`src/rtl/fpu_mul_result_q.sv`:
```
// fpu_mul_result_q
// First clocked stage after the FP32 multiplier: a DEPTH-entry result FIFO
// holding {oom, vec, flag, c}, plus sticky exception bits and saturating
// oom/vec event counters for software readout.
module fpu_mul_result_q #(
    parameter int DEPTH = 4,
    parameter int CNT_W = 8
) (
    input  logic                     clk,
    input  logic                     rst,
    input  logic                     in_valid,
    output logic                     in_ready,
    input  logic [31:0]              in_c,
    input  logic                     in_flag,
    input  logic                     in_oom,
    input  logic                     in_vec,
    output logic                     out_valid,
    input  logic                     out_ready,
    output logic [31:0]              out_c,
    output logic [2:0]               out_flags,
    output logic [$clog2(DEPTH):0]   level,
    input  logic                     clr_stats,
    output logic                     sticky_oom,
    output logic                     sticky_vec,
    output logic [CNT_W-1:0]         oom_cnt,
    output logic [CNT_W-1:0]         vec_cnt
);

    localparam int AW = $clog2(DEPTH);
    localparam logic [CNT_W-1:0] CNT_MAX = {CNT_W{1'b1}};
    localparam logic [AW:0]      LVL_FULL = (AW+1)'(DEPTH);

    // Entry layout: [34]=oom, [33]=vec, [32]=flag, [31:0]=product word
    logic [34:0]    r_mem [DEPTH];
    logic [AW-1:0]  r_wr_ptr;
    logic [AW-1:0]  r_rd_ptr;
    logic [AW:0]    r_level;
    logic           r_sticky_oom;
    logic           r_sticky_vec;
    logic [CNT_W-1:0] r_oom_cnt;
    logic [CNT_W-1:0] r_vec_cnt;

    logic           w_push;
    logic           w_pop;
    logic           w_oom_ev;
    logic           w_vec_ev;
    logic [34:0]    w_head;

    // Handshakes come from registered level only, so no input-to-output
    // combinational path exists; a full queue refuses a push even if popped.
    assign in_ready  = (r_level != LVL_FULL);
    assign out_valid = (r_level != '0);
    assign w_push    = in_valid & in_ready;
    assign w_pop     = out_valid & out_ready;
    assign w_oom_ev  = w_push & in_oom;
    assign w_vec_ev  = w_push & in_vec;

    // Head is read straight out of storage; stale when empty by design.
    assign w_head    = r_mem[r_rd_ptr];
    assign out_c     = w_head[31:0];
    assign out_flags = w_head[34:32];

    assign level      = r_level;
    assign sticky_oom = r_sticky_oom;
    assign sticky_vec = r_sticky_vec;
    assign oom_cnt    = r_oom_cnt;
    assign vec_cnt    = r_vec_cnt;

    // Storage write on accepted push; whole array cleared by reset.
    always_ff @(posedge clk or posedge rst) begin
        if (rst) begin
            for (int i = 0; i < DEPTH; i++) r_mem[i] <= '0;
        end else if (w_push) begin
            r_mem[r_wr_ptr] <= {in_oom, in_vec, in_flag, in_c};
        end
    end

    // Pointers wrap naturally at DEPTH (power of two); level tracks net change.
    always_ff @(posedge clk or posedge rst) begin
        if (rst) begin
            r_wr_ptr <= '0;
            r_rd_ptr <= '0;
            r_level  <= '0;
        end else begin
            if (w_push) r_wr_ptr <= r_wr_ptr + AW'(1);
            if (w_pop)  r_rd_ptr <= r_rd_ptr + AW'(1);
            case ({w_push, w_pop})
                2'b10:   r_level <= r_level + (AW+1)'(1);
                2'b01:   r_level <= r_level - (AW+1)'(1);
                default: r_level <= r_level;
            endcase
        end
    end

    // Sticky bits: clear first, then an accepted event in the same cycle wins.
    always_ff @(posedge clk or posedge rst) begin
        if (rst) begin
            r_sticky_oom <= 1'b0;
            r_sticky_vec <= 1'b0;
        end else begin
            r_sticky_oom <= (r_sticky_oom & ~clr_stats) | w_oom_ev;
            r_sticky_vec <= (r_sticky_vec & ~clr_stats) | w_vec_ev;
        end
    end

    // Saturating oom counter; clear with a concurrent event lands on 1.
    always_ff @(posedge clk or posedge rst) begin
        if (rst) begin
            r_oom_cnt <= '0;
        end else if (clr_stats) begin
            r_oom_cnt <= CNT_W'(w_oom_ev);
        end else if (w_oom_ev && r_oom_cnt != CNT_MAX) begin
            r_oom_cnt <= r_oom_cnt + CNT_W'(1);
        end
    end

    // Saturating vec counter; same clear/set priority as the oom counter.
    always_ff @(posedge clk or posedge rst) begin
        if (rst) begin
            r_vec_cnt <= '0;
        end else if (clr_stats) begin
            r_vec_cnt <= CNT_W'(w_vec_ev);
        end else if (w_vec_ev && r_vec_cnt != CNT_MAX) begin
            r_vec_cnt <= r_vec_cnt + CNT_W'(1);
        end
    end

endmodule

```
`config.mk`:
```
export PLATFORM = sky130hd
export DESIGN_NAME = fpu_mul_result_q
export DESIGN_NICKNAME = d
export VERILOG_FILES = /design/src/rtl/fpu_mul_result_q.sv
export SDC_FILE = /design/constraint.sdc
export NUM_CORES = 1
export LEC_CHECK = 0
export ABC_AREA = 1
export BUFFER_PORTS_ARGS = -buffer_cell sky130_fd_sc_hd__buf_2
export CAP_MARGIN = 20
export CELL_PAD_IN_SITES_DETAIL_PLACEMENT = 1
export CELL_PAD_IN_SITES_GLOBAL_PLACEMENT = 1
export CORE_ASPECT_RATIO = 1.1
export CORE_MARGIN = 2
export CORE_UTILIZATION = 47
export DETAILED_ROUTE_END_ITERATION = 7
export PLACE_DENSITY_LB_ADDON = 0.1
export SYNTH_ARGS = -nofsm -noshare
export SYNTH_HDL_FRONTEND = slang
export SYNTH_SLANG_ARGS = --single-unit
```
`constraint.sdc`:
```
create_clock -name clk -period 7.6 [get_ports clk]
set_clock_uncertainty 0.2 [all_clocks]
set_input_delay 0.76 -clock clk [delete_from_list [all_inputs] [get_ports clk]]
set_output_delay 0.76 -clock clk [all_outputs]
set_load 0.1 [all_outputs]
```
==> flow_summary_export.csv <==
group,metric,value,unit
synthesis,yosys.area_share.simple,0.174,
synthesis,synth_area,7430,um2
setup_path,path_max_fanout,40,
timing,setup_viol,0,
cts,ctsLongestPathBuffers,2,
synthesis,synth_compound_area_frac,0.184,
setup_path,cp-start-kind,"register",
layout,area_growth_syn_to_layout,16.3,%
synthesis,synth_top_area_frac,0.556,
global_routing,grt_pass1_vias,6757,
die,start_util,0.478,
placed_design,placed_cell_area,8010,um2
cts,cts_made_buffers,17,
layout,drive_gt1_frac,0.151,
timing,finalCritPeriodShare,0.468,
routing,drc_errors,0,
synthesis,ys_seq_area_frac,0.556,
die,io_pins,98,
die,rows,48,
cts,clk_pin_slew,60,ps
layout,n_antenna_cell,0,
timing,slew_viol_final,0,
placed_design,io_buffers,97,
timing,maxClockFrequency,0.281,GHz
synthesis,yosysMostFrequentCell,"o21ai_0",
status,status,"complete, no violations",
synthesis,yosysUniqueCellTypes,23,
run,cap_viol_max_count,0,
routing,wirelength,20.6,mm
timing,maxSlewHeadroom,0.372,
global_routing,grt_max_degree,105,
synthesis,avgSynthCellArea,8.44,um2
global_routing,antenna_found_initial,1,
global_routing,grt-ovfl-total,0,
synthesis,synth_fa_ha_area_frac,0.0145,
cts,cts_hold_buf,0,
layout,fin_area,8640,um2
setup_path,cp.required,6640,ps
cts,clock_latency,430,ps
routing,ant_nets,0,
timing,hold_viol_final,0,
synthesis,ys.warnings.count,0,
routing,viasPerCell,5.50,
routing,vias,6403,
synthesis,synthXorXnorAreaFrac,0.00943,
synthesis,synth_top_family_by_area,"compound AO/OA/AOI/OAI gates",
timing,tns,0,ps
cts,cts_resized,0,
die,die-width,124,um
setup_path,arrival,2600,ps
hold_path,hold_path_class,"register to register",
routing,drt_first_pass_iters,5,
synthesis,synth-main-ff-cell,"dfrtp_1",
cts,numClockSinks,165,
cts,cts_tree,"done",
synthesis,synth_seq_cells,165,
global_routing,grt_usage,0.260,
layout,layout.nets,1001,
synthesis,syn-num-nets,929,
timing,worstMarginPinSlew,942,ps
global_routing,grt_pass1_wl,33.9,mm
setup_path,end_kind,"output port",
routing,drt_iter0_drc,344,
layout,multiInputGateArea,2840,um2
synthesis,yosys-top-cells-area,"dfrtp_1, o21ai_0, nand2_1, nor2_1, inv_1",
die,dieArea,16800,um2
routing,avgRoutedWirePerCell,17.7,um
placed_design,dp_hpwl,13.1,mm
setup_path,critPathKind,"register to output port",
cts,cts-htree-levels,4,
synthesis,synthArstFlopShare,1.00,
synthesis,synth_cells,881,
timing,min_period,3560,ps
placed_design,place.gp.congestion,0.814,
synthesis,synth_edf_count,0,
die,die_h,136,um
cts,cts-root-buf,"clkbuf_16",
layout,regArea,4130,um2
synthesis,netlist.top_cell.by_area,"dfrtp_1",
layout,filler_cell_count,1863,
cts,post_cts_buffers,0,
layout,fin_util,0.556,
timing,rsz0062_at_grt,"no",
synthesis,synth_mux_area_frac,0,
synthesis,synth_common_cells,"o21ai_0, nand2_1, dfrtp_1",
die,core-area,15600,um2
-- per-layer routing --
| metal | part of all wire | global-route usage |
|---|---|---|
| met3 | 0.038 | 0.0508 |
| met5 | 0.00063 | 0 |
| met2 | 0.51 | 0.449 |
| met4 | 0.014 | 0.0787 |
| met1 | 0.44 | 0.329 |
-- area by class of cell --
class                      instances  area share
tap                              200      0.0290
clock buffer                      23      0.0565
clock inverter                     8      0.0169
inverter                          60      0.0266
sequential                       165       0.478
timing repair buffer             106      0.0640
multi-input combinational        603       0.329
-- sequential cells by signal, summed over array words and instances, names as in the netlist --
signal,count
level,3
oom_cnt,8
sticky_oom,1
r_mem,140
vec_cnt,8
r_wr_ptr,2
sticky_vec,1
r_rd_ptr,2
-- cell usage in the layout, fill, tap and decap left out --
cell / instances
o21ai_0: 220
nand2_1: 189
dfrtp_1: 164
buf_2: 97
nor2_1: 93
inv_1: 58
nand3_1: 35
o22ai_1: 35
clkbuf_16: 17
buf_4: 9
ha_1: 7
xor2_1: 6
nand2_2: 5
bufinv_16: 4
clkbuf_8: 4
o21bai_1: 3
xnor2_1: 2
nor3_1: 2
a21oi_1: 2
clkbuf_1: 2
clkinv_2: 2
nor2_4: 1
a21oi_4: 1
nand3_2: 1
inv_2: 1
inv_6: 1
fa_1: 1
clkinvlp_4: 1
clkinv_4: 1
dfrtp_2: 1
-- cell families (layout without fill, tap and decap cells) --
family                     after synthesis  count (layout)
xor gates and xnor gates                 8               8
buffers and inverters                  113             197
AOI/OAI and AO/OA                      261             261
DFF                                    165             165
adders and majority gates                8               8
and+or+nand+nor                        326             326
-- critical path, cell delays in order (launching register included) --
cell     delay, ps
dfrtp_2        410
inv_2          380
buf_4          470
o21ai_0        150
o22ai_1        230
buf_2          480
-- worst paths after layout --
| path | from | endpoint | slack [ps] | cells after the start |
|---|---|---|---|---|
| max in group asynchronous | rst | r_rd_ptr[0] | 5480 | 3 |
| min in group asynchronous | rst | level[0] | 350 | 2 |
| max reg2reg | level[0] | level[2] | 5270 | 9 |
| min reg2reg | r_mem[73] | r_mem[73] | 280 | 2 |
| max | r_rd_ptr[0] | out_flags[2] | 4040 | 5 |
| min | r_mem[73] | r_mem[73] | 280 | 2 |
-- per-stage QoR --
| step | hold slack (ps) | setup slack, ps | instances |
|---|---|---|---|
| 2_1_floorplan | 248 | 2180 | 881 |
| 3_3_place_gp | 260 | 4630 | 1134 |
| 3_5_place_dp | 266 | 4500 | 1134 |
| 4_1_cts | 287 | 4020 | 1165 |
| 5_1_grt | 309 | 3880 | 1165 |
| 6_report | 280 | 4040 | 1165 |
Power is left out: the tool's default activity adds up to more than one toggle a clock period on the data nets, which glitch-free logic cannot reach.
